==> src/rtl/stream_proc_pkg.sv <==
// Shared definitions for the pixel stream processor: mode codes, FSM states
// and the saturating clamp used by the convolution path.
package stream_proc_pkg;

    localparam logic [1:0] MODE_BYPASS = 2'b00;
    localparam logic [1:0] MODE_INVERT = 2'b01;
    localparam logic [1:0] MODE_CONV   = 2'b10;
    localparam logic [1:0] MODE_THRESH = 2'b11;

    typedef enum logic [1:0] {
        IDLE  = 2'b00,
        RUN   = 2'b01,
        DRAIN = 2'b10
    } state_e;

    // Clamp a signed value into [0, max_v]; the caller truncates to pixel width.
    function automatic logic signed [31:0] sat_pix(input logic signed [31:0] v,
                                                   input logic signed [31:0] max_v);
        if (v < 32'sd0) begin
            return 32'sd0;
        end else if (v > max_v) begin
            return max_v;
        end else begin
            return v;
        end
    endfunction

endpackage

==> src/rtl/conv_line_buffer.sv <==
// Two chained line memories: lb1 holds the previous line, lb2 the line before.
// Reads are combinational so a write at the same address returns the old data.
module conv_line_buffer #(
    parameter int PIX_W = 8,
    parameter int IMG_W = 32,
    localparam int AW   = $clog2(IMG_W)
) (
    input  logic             clk,
    input  logic             we_i,
    input  logic [AW-1:0]    addr_i,
    input  logic [PIX_W-1:0] din_i,
    output logic [PIX_W-1:0] lb1_o,
    output logic [PIX_W-1:0] lb2_o
);

    logic [PIX_W-1:0] lb1_mem [IMG_W];
    logic [PIX_W-1:0] lb2_mem [IMG_W];

    assign lb1_o = lb1_mem[addr_i];
    assign lb2_o = lb2_mem[addr_i];

    // Push the new pixel into lb1 and age the displaced lb1 entry into lb2.
    always_ff @(posedge clk) begin
        if (we_i) begin
            lb1_mem[addr_i] <= din_i;
            lb2_mem[addr_i] <= lb1_mem[addr_i];
        end
    end

endmodule

==> src/rtl/stream_conv_proc.sv <==
// Pixel stream processor: bypass / invert / 3x3 convolution / threshold with
// valid-ready handshakes on both sides and frame row/column tracking.
module stream_conv_proc
    import stream_proc_pkg::*;
#(
    parameter int PIX_W  = 8,
    parameter int IMG_W  = 32,
    parameter int IMG_H  = 32,
    parameter int COEF_W = 8
) (
    input  logic                  clk,
    input  logic                  rstn,
    input  logic [1:0]            mode,
    input  logic [9*COEF_W-1:0]   kernel,
    input  logic [3:0]            shift,
    input  logic [PIX_W-1:0]      thresh,
    input  logic [PIX_W-1:0]      in_pixel,
    input  logic                  in_valid,
    output logic                  in_ready,
    output logic [PIX_W-1:0]      out_pixel,
    output logic                  out_valid,
    input  logic                  out_ready,
    output logic                  out_last,
    output logic                  busy,
    output logic                  frame_done
);

    localparam int CW     = $clog2(IMG_W);
    localparam int RW     = $clog2(IMG_H);
    localparam int PROD_W = PIX_W + COEF_W + 1;
    localparam int SUM_W  = PROD_W + 4;
    localparam logic [CW-1:0]    COL_LAST = CW'(IMG_W - 1);
    localparam logic [RW-1:0]    ROW_LAST = RW'(IMG_H - 1);
    localparam logic [PIX_W-1:0] PIX_MAX  = {PIX_W{1'b1}};

    state_e                state_q;
    logic [CW-1:0]         col_q;
    logic [RW-1:0]         row_q;
    logic [1:0]            mode_q;
    logic [9*COEF_W-1:0]   kernel_q;
    logic [3:0]            shift_q;
    logic [PIX_W-1:0]      thresh_q;
    logic                  busy_q, frame_done_q;
    logic [PIX_W-1:0]      out_pixel_q;
    logic                  out_valid_q, out_last_q;
    logic [PIX_W-1:0]      win_q [3][3];
    logic [PIX_W-1:0]      win_d [3][3];

    logic                  in_fire_s, out_fire_s, emit_s, frame_last_s;
    logic [1:0]            eff_mode_s;
    logic [9*COEF_W-1:0]   eff_kernel_s;
    logic [3:0]            eff_shift_s;
    logic [PIX_W-1:0]      eff_thresh_s;
    logic [PIX_W-1:0]      lb1_s, lb2_s, result_s, conv_pix_s;
    logic signed [COEF_W-1:0] coef_s;
    logic signed [PROD_W-1:0] pix_ext_s, coef_ext_s, prod_s;
    logic signed [SUM_W-1:0]  sum_s, shifted_s;

    assign in_ready     = rstn && (state_q != DRAIN) && (!out_valid_q || out_ready);
    assign in_fire_s    = in_valid && in_ready;
    assign out_fire_s   = out_valid_q && out_ready;
    assign frame_last_s = (row_q == ROW_LAST) && (col_q == COL_LAST);
    assign out_pixel    = out_pixel_q;
    assign out_valid    = out_valid_q;
    assign out_last     = out_last_q;
    assign busy         = busy_q;
    assign frame_done   = frame_done_q;

    conv_line_buffer #(.PIX_W(PIX_W), .IMG_W(IMG_W)) u_lb (
        .clk    (clk),
        .we_i   (in_fire_s),
        .addr_i (col_q),
        .din_i  (in_pixel),
        .lb1_o  (lb1_s),
        .lb2_o  (lb2_s)
    );

    // The first pixel of a frame is processed with the live configuration it latches.
    always_comb begin
        if (state_q == IDLE) begin
            eff_mode_s   = mode;
            eff_kernel_s = kernel;
            eff_shift_s  = shift;
            eff_thresh_s = thresh;
        end else begin
            eff_mode_s   = mode_q;
            eff_kernel_s = kernel_q;
            eff_shift_s  = shift_q;
            eff_thresh_s = thresh_q;
        end
    end

    // Window as it will look after this transfer; column 2 is the newest.
    always_comb begin
        for (int r = 0; r < 3; r++) begin
            win_d[r][0] = win_q[r][1];
            win_d[r][1] = win_q[r][2];
        end
        win_d[0][2] = lb2_s;
        win_d[1][2] = lb1_s;
        win_d[2][2] = in_pixel;
    end

    // Signed 3x3 multiply-accumulate, arithmetic shift and clamp.
    always_comb begin
        sum_s      = '0;
        coef_s     = '0;
        pix_ext_s  = '0;
        coef_ext_s = '0;
        prod_s     = '0;
        for (int r = 0; r < 3; r++) begin
            for (int c = 0; c < 3; c++) begin
                coef_s     = eff_kernel_s[(r*3+c)*COEF_W +: COEF_W];
                pix_ext_s  = {{(COEF_W+1){1'b0}}, win_d[r][c]};
                coef_ext_s = {{(PIX_W+1){coef_s[COEF_W-1]}}, coef_s};
                prod_s     = pix_ext_s * coef_ext_s;
                sum_s      = sum_s + {{4{prod_s[PROD_W-1]}}, prod_s};
            end
        end
        shifted_s  = sum_s >>> eff_shift_s;
        conv_pix_s = PIX_W'(sat_pix({{(32-SUM_W){shifted_s[SUM_W-1]}}, shifted_s},
                                    {{(32-PIX_W){1'b0}}, PIX_MAX}));
    end

    // Per-mode result selection and whether this input produces an output.
    always_comb begin
        case (eff_mode_s)
            MODE_BYPASS: result_s = in_pixel;
            MODE_INVERT: result_s = PIX_MAX - in_pixel;
            MODE_CONV:   result_s = conv_pix_s;
            MODE_THRESH: result_s = (in_pixel >= eff_thresh_s) ? PIX_MAX : {PIX_W{1'b0}};
            default:     result_s = in_pixel;
        endcase
        if (eff_mode_s == MODE_CONV) begin
            emit_s = (row_q >= RW'(2)) && (col_q >= CW'(2));
        end else begin
            emit_s = 1'b1;
        end
    end

    // Sliding 3x3 window shifted on every accepted input.
    always_ff @(posedge clk or negedge rstn) begin
        if (!rstn) begin
            for (int r = 0; r < 3; r++) begin
                for (int c = 0; c < 3; c++) begin
                    win_q[r][c] <= '0;
                end
            end
        end else if (in_fire_s) begin
            win_q <= win_d;
        end
    end

    // Single output register: loads on input transfer, empties on output transfer.
    always_ff @(posedge clk or negedge rstn) begin
        if (!rstn) begin
            out_pixel_q <= '0;
            out_valid_q <= 1'b0;
            out_last_q  <= 1'b0;
        end else if (in_fire_s) begin
            out_valid_q <= emit_s;
            out_last_q  <= emit_s && frame_last_s;
            if (emit_s) begin
                out_pixel_q <= result_s;
            end
        end else if (out_fire_s) begin
            out_valid_q <= 1'b0;
            out_last_q  <= 1'b0;
        end
    end

    // Frame sequencing: FSM, raster counters, captured config and status flags.
    always_ff @(posedge clk or negedge rstn) begin
        if (!rstn) begin
            state_q      <= IDLE;
            col_q        <= '0;
            row_q        <= '0;
            mode_q       <= MODE_BYPASS;
            kernel_q     <= '0;
            shift_q      <= 4'd0;
            thresh_q     <= '0;
            busy_q       <= 1'b0;
            frame_done_q <= 1'b0;
        end else begin
            frame_done_q <= 1'b0;
            if (in_fire_s) begin
                if (col_q == COL_LAST) begin
                    col_q <= '0;
                    row_q <= (row_q == ROW_LAST) ? '0 : row_q + RW'(1);
                end else begin
                    col_q <= col_q + CW'(1);
                end
            end
            case (state_q)
                IDLE: begin
                    busy_q <= in_fire_s;
                    if (in_fire_s) begin
                        mode_q   <= mode;
                        kernel_q <= kernel;
                        shift_q  <= shift;
                        thresh_q <= thresh;
                        state_q  <= RUN;
                    end
                end
                RUN: begin
                    busy_q <= 1'b1;
                    if (in_fire_s && frame_last_s) begin
                        state_q <= DRAIN;
                    end
                end
                DRAIN: begin
                    if (out_fire_s && out_last_q) begin
                        state_q      <= IDLE;
                        busy_q       <= 1'b0;
                        frame_done_q <= 1'b1;
                    end else begin
                        busy_q <= 1'b1;
                    end
                end
                default: begin
                    state_q <= IDLE;
                    busy_q  <= 1'b0;
                end
            endcase
        end
    end

endmodule
==> config.mk <==
export PLATFORM = sky130hd
export DESIGN_NAME = stream_conv_proc
export DESIGN_NICKNAME = d
export VERILOG_FILES = /design/src/rtl/stream_proc_pkg.sv /design/src/rtl/conv_line_buffer.sv /design/src/rtl/stream_conv_proc.sv
export SDC_FILE = /design/constraint.sdc
export NUM_CORES = 2
export LEC_CHECK = 0
export ABC_CLOCK_PERIOD_IN_PS = 12600
export BUFFER_PORTS_ARGS = -buffer_cell sky130_fd_sc_hd__buf_2
export CORE_MARGIN = 1.5
export CORE_UTILIZATION = 50
export CTS_BUF_LIST = sky130_fd_sc_hd__clkbuf_2 sky130_fd_sc_hd__clkbuf_4 sky130_fd_sc_hd__clkbuf_8
export CTS_CLUSTER_SIZE = 12
export DETAILED_ROUTE_END_ITERATION = 8
export PLACE_DENSITY = 0.64
export SLEW_MARGIN = 10
export SYNTH_ARGS = -nofsm -noshare
export SYNTH_HDL_FRONTEND = slang
export SYNTH_SLANG_ARGS = --single-unit
==> constraint.sdc <==
create_clock -name clk -period 12.6 [get_ports clk]
set_input_delay 1.89 -clock clk [delete_from_list [all_inputs] [get_ports clk]]
set_output_delay 1.89 -clock clk [all_outputs]
set_load 0.05 [all_outputs]
# Word-level counts from Yosys, hierarchy flattened
# Memory sizes are Yosys's and may differ from the RTL's.
# Index checks and enable logic that the tools add are counted.
# Widths: inputs -> output; s select.
[classes]
multipliers = 9
mux = 24
n_eq_ne = 11
n_reduce_logical = 18
addsub = 11
n_shift = 1
order_cmp = 5
[ops]
columns = ["op", "count"]
rows = [
  ["$mul 9x8->17", 9],
  ["$add 21x21->21", 4],
  ["$mux 72", 1],
  ["$mux 8", 4],
  ["$pmux 8 s4", 1],
  ["$add 20x17->21", 1],
  ["$gt 21x9->1 const B", 1],
  ["$lt 21x1->1 const B", 1],
  ["$sshr 21x4->21", 1],
  ["$add 19x17->20", 1],
  ["$add 18x17->19", 1],
  ["$add 17x17->18", 1],
  ["$add 5x1->5 const B", 2],
  ["$eq 5x5->1 const B", 2],
  ["$ge 5x2->1 const B", 2],
  ["$mux 5", 2],
  ["$logic_and 1x1->1", 9],
  ["$mux 1", 9],
  ["$ge 8x8->1", 1],
  ["$mux 2", 4],
  ["$ne 2x2->1 const B", 4],
  ["$sub 8x8->8 const A", 1],
  ["$eq 2x2->1 const B", 3],
  ["$pmux 2 s3", 1],
  ["9 further kinds", 13],
]
[word_totals]
mem_bits_rw = 512
n_memories = 2
register_bits = 158
out_inout_bits = 13
[mem_list]
columns = ["memory", "depth", "width", "rd", "rd_ports_with_merged_regs", "wr", "line_no", "text"]
rows = [
  ["u_lb.lb1_mem", 32, 8, 1, 0, 1, "conv_line_buffer.sv:16", "logic [PIX_W-1:0] lb1_mem [IMG_W];"],
  ["u_lb.lb2_mem", 32, 8, 1, 0, 1, "conv_line_buffer.sv:17", "logic [PIX_W-1:0] lb2_mem [IMG_W];"],
]

# Logic depth before layout (Yosys ltp)
[depth]
depth_word = 16
depth_mapped = 55
depth_no_buf = 50

# Modules after synthesis
# Synthesis repeated with hierarchy kept, for this count alone.
[hier_totals]
cells_unflattened = 4380
area_unflattened_um2 = 51605.7
[modules_own_cells]
columns = ["module", "instances", "area_each_um2", "seq_area_each_um2", "cells_per_inst"]
rows = [
  ["stream_conv_proc", 1, 31869.3, 3953.8, 3310],
  ["conv_line_buffer", 1, 19736.4, 15374.7, 1070],
]

# Worst setup path after synthesis
# Ideal clock, no wire load.
[synth_path]
path_kind = "register to register"
from = "reg col_q[0]"
to = "reg out_pixel_q[0] (netlist: out_pixel[0])"
stages_incl_launch_ff = 50
path_slack_ps = -70
arrival_ps = 12519
setup_time_ps = 150
cell_sequence = "dfrtp_1 buf_2 buf_4 buf_2 buf_2 mux4_2 a22oi_1 nand3_1 inv_1 or2_2 fa_1 fa_1 fa_1 inv_1 fa_1 ha_1 a21oi_1 o21bai_1 [14 not listed] fa_1 fa_1 fa_1 fa_1 fa_1 inv_1 ha_1 buf_2 a21oi_1 o221a_1 a21boi_1 mux2i_1 and4_1 a21oi_1 mux2i_1 a41oi_2 nor3_4 a31oi_1"
[synth_via]
elab_cells_between_ends = 21
cone_classes = "7 x add/sub; 2 x mul; 3 x order compare; 1 x shift; 4 x mux; 2 x reduce/logical; 2 x memory"
[synth_rtl]
columns = ["element", "line_no", "text"]
rows = [
  ["start, declared", "stream_conv_proc.sv:37", "logic [CW-1:0] col_q;"],
  ["start signal, assigned", "stream_conv_proc.sv:191", "col_q <= col_q + CW'(1);"],
  ["$mem_v2 32x8 (*)", "--", ""],
  ["net lb1_s[6]", "stream_conv_proc.sv:54", "logic [PIX_W-1:0] lb1_s, lb2_s, result_s, conv_pix_s;"],
  ["$mul 9x8->17 (*)", "stream_conv_proc.sv:116", "prod_s = pix_ext_s * coef_ext_s;"],
  ["$add 21x21->21 (*) (4 in a row)", "stream_conv_proc.sv:117", "sum_s = sum_s + {{4{prod_s[PROD_W-1]}}, prod_s};"],
  ["$sshr 21x4->21 (*)", "stream_conv_proc.sv:120", "shifted_s = sum_s >>> eff_shift_s;"],
  ["$gt 21x9->1", "stream_proc_pkg.sv:21", "end else if (v > max_v) begin"],
  ["$mux 8", "stream_proc_pkg.sv:21", ""],
  ["$mux 8 (*)", "stream_proc_pkg.sv:19", "if (v < 32'sd0) begin"],
  ["$pmux 8 s4 (*)", "stream_conv_proc.sv:127", "case (eff_mode_s)"],
  ["end signal, assigned", "stream_conv_proc.sv:164", "out_pixel_q <= result_s;"],
  ["end, declared", "stream_conv_proc.sv:44", "logic [PIX_W-1:0] out_pixel_q;"],
]
# The timed path passes the listed nets; every way through them passes the cells marked *.
# A chain may end at the register's enable or synchronous reset.

# Worst setup path in the final report
[layout_path]
from = "reg col_q[0]"
to = "reg out_pixel_q[4] (netlist: out_pixel[4])"
# Same word-level chain as after synthesis.

==> impl_metrics.csv <==
group,metric,value,unit
outcome,outcome,"finished, final reports clean",
sta,slew_headroom,24.94,%
grt,grt_usage,26.58,%
clocking,postCtsHoldBufs,0,
floorplan,dieHeight,322.4,um
placed_design,hpwlAfterDp,101600,um
floorplan,rows,116,
layout,final_cell_count_no_fill,6080,
routing,drt_first_pass_iters,6,
worst_hold_path,min_from,"kernel_q[59]$_DFFE_PN0P_",
job,cap_violations,0,
critical_path,cp.required,13320,ps
layout,fin_util,58.46,%
sta,setup_viol,0,
sta,finalCritPeriodShare,97.62,%
floorplan,num_io_pins,111,
routing,antenna_left,0,
sta,clock.fmax,81.30,MHz
clocking,clk_root_buffer_cell,"clkbuf_8",
synthesis,synth_fp_nets,5187,
layout,layout-drive-gt1-share,22.65,%
routing,avgRoutedWirePerCell,22.21,um
sta,holdWs,500.4,ps
placed_design,place.gp.congestion,0.9235,
synthesis,synth_cell_types,78,
sta,maxSlewViolCount,0,
layout,syn_to_final_growth,15.30,%
synthesis,synth_flop_cell,"edfxtp_1",
sta,fin_worst_skew,74.69,ps
critical_path,cp-startpoint,"col_q[0]$_DFFE_PN0P_",
routing,drc,0,
power,power_density,75.11,nW/um2
worst_hold_path,hold_path_class,"flip-flop to flip-flop",
synthesis,synth_top_area_share,30.15,%
routing,drt_iter0_drc,2456,
grt,grt_max_degree,109,
sta,final_hold_viol_count,0,
clocking,clockBufferDepth,3,
synthesis,synthCells,4156,
sta,min_period,12300,ps
clocking,clkSlewWorstSetupHoldPaths,70,ps
sta,tightest_slew,1122,ps
synthesis,synth_warnings,0,
clocking,cts.htree.levels,3,
synthesis,syn_area,50990,um2
synthesis,synthTopCellsByCount,"inv_1 (685), fa_1 (522), edfxtp_1 (512)",
power,ir_drop,0.1020,mV
synthesis,synth-seq-cells,670,
critical_path,cp_top_family,"adder cells",
critical_path,worst_path_most_repeated_cell,"fa_1",
synthesis,synth_area_leaders,"edfxtp_1 (30%), fa_1 (20%), ha_1 (10%)",
routing,vias,32980,
clocking,cts_inserted_buffers,111,
synthesis,yosys.cell_count.top_type,"inv_1",
floorplan,core,100600,um2
synthesis,synth.avg_cell_area,12.27,um2
synthesis,synthArstFlopShare,23.58,%
critical_path,cpPeakStageDelay,590,ps
critical_path,r2r_start,"col_q[0]$_DFFE_PN0P_",
synthesis,synth.yosys.seq_area_share,37.90,%
synthesis,synth-edff-count,512,
critical_path,critical_path_peak_fanout,8,
routing,routed_wl,135000,um
clocking,clock_latency,830,ps
floorplan,die_w,322.4,um
grt,antenna_found_initial,8,
grt,grt_pass1_vias,34110,
critical_path,worst-path-buf-inv,11,
clocking,cts_tree,"built",
floorplan,dieArea,103900,um2
critical_path,critical_path_class,"flip-flop to flip-flop",
power,p_leak,0.02490,uW
routing,viasPerCell,5.425,
grt,grt-ovfl-total,0,
sta,worst_slack,299.6,ps
synthesis,yosys.area.top_type,"edfxtp_1",
clocking,clkSinkCount,670,
placed_design,post-place-cells,5829,
floorplan,start_util,50.70,%
placed_design,port_buffers,110,
layout,final_nets,5662,
placed_design,pre_cts_slack,-610.4,ps
grt,grt_pass1_wl,205700,um
power,total_power,4416,uW
critical_path,slowest_stage,"fa_1",
critical_path,cp.arrival,13020,ps
critical_path,cp-start-kind,"flip-flop",
critical_path,crit_path_end_kind,"flip-flop",
## flip-flops by register name (all words and copies together), names as in the netlist, 4 cells and up
register	count
row_q	5
thresh_q	8
u_lb.lb1_mem	256
col_q	5
win_d	48
out_pixel	8
shift_q	4
kernel_q	72
u_lb.lb2_mem	256
## stage by stage
stage | instance area [um2] | TNS, ps
3_5_place_dp | 55470 | -4819
6_report | 58800 | 0
3_3_place_gp | 55470 | -4518
4_1_cts | 57790 | 0
2_1_floorplan | 51000 | 0
5_1_grt | 58800 | -483.8
## cell families after synthesis
| group | after synthesis | synth area share [%] |
|---|---|---|
| AOI/OAI and AO/OA | 315 | 4.213 |
| xor gates and xnor gates | 71 | 1.219 |
| adders and majority gates | 933 | 30.58 |
| buffers and inverters | 828 | 6.220 |
| DFF | 670 | 37.90 |
| muxes | 329 | 9.920 |
| and+or+nand+nor | 1010 | 9.947 |
## routing by layer
| layer | GRT usage (%) | vias to the layer above | share of wire (%) |
|---|---|---|---|
| met1 | 35.79 | 16850 | 41 |
| met5 | 0 | - | 0.027 |
| li1 | - | 14870 | - |
| met3 | 3.679 | 240 | 5.7 |
| met4 | 9.801 | 8 | 4.1 |
| met2 | 44.08 | 1019 | 49 |
## worst paths after layout
kind                       slack, ps  depth (start not counted)                        to
min reg2reg                      500                          1  kernel_q[59]$_DFFE_PN0P_
max in group asynchronous      10410                          2  kernel_q[67]$_DFFE_PN0P_
min in group asynchronous       1030                          1   kernel_q[8]$_DFFE_PN0P_
min                              500                          1  kernel_q[59]$_DFFE_PN0P_
max                              300                         45  out_pixel[4]$_DFFE_PN0P_
max reg2reg                      300                         45  out_pixel[4]$_DFFE_PN0P_
## where the power goes
group          switching, uW  internal, uW  total (uW)
sequential                 0          2370        2370
clock                    958          1020        1980
combinational           47.8          20.5        68.3
total                   1010          3410        4420
## worst register-to-register path: cells and delay by family (launching register included)
kind	cells	cell delay [ps]
and+or+nand+nor	7	1210
adders and majority gates	15	6900
muxes	1	420
buffers and inverters	11	1110
AOI/OAI and AO/OA	10	2000
xor gates and xnor gates	1	90
DFF	1	500
## placed cells by master, fill, tap and decap left out, types with 23 or more instances in the layout
master,netlist,layout
a21oi_1,71,57
and2_1,47,46
buf_2,30,109
buf_4,3,363
clkbuf_4,0,36
clkbuf_8,0,118
dfrtp_1,158,154
edfxtp_1,512,512
fa_1,522,514
ha_1,411,393
inv_1,685,676
mux2_2,111,111
mux2i_1,88,87
mux4_2,130,130
nand2_1,260,256
nand2b_1,42,42
nand3_1,24,23
nor2_1,227,222
nor2b_1,311,310
nor3_1,29,25
o21ai_0,63,56
xnor2_1,56,52
## layout make-up
class | count | area, um2
Antenna cell | 3 | 7.507
Inverter | 686 | 2584
Clock inverter | 49 | 387.9
Clock buffer | 153 | 1881
Tap cell | 1357 | 1698
Timing Repair Buffer | 504 | 3866
Fill cell | 8293 | 41780
Multi-Input combinational cell | 2658 | 29040
Sequential cell | 670 | 19340
## repair_timing
| item | in CTS | in global routing |
|---|---|---|
| endpoints found under the setup margin | 8 | 8 |
| gates cloned | 0 | 5 |
| setup buffers | 2 | 39 |
| resized for setup | 4 | 119 |
| pin swaps | 2 | 65 |
Power figures use the tool's default switching activity.
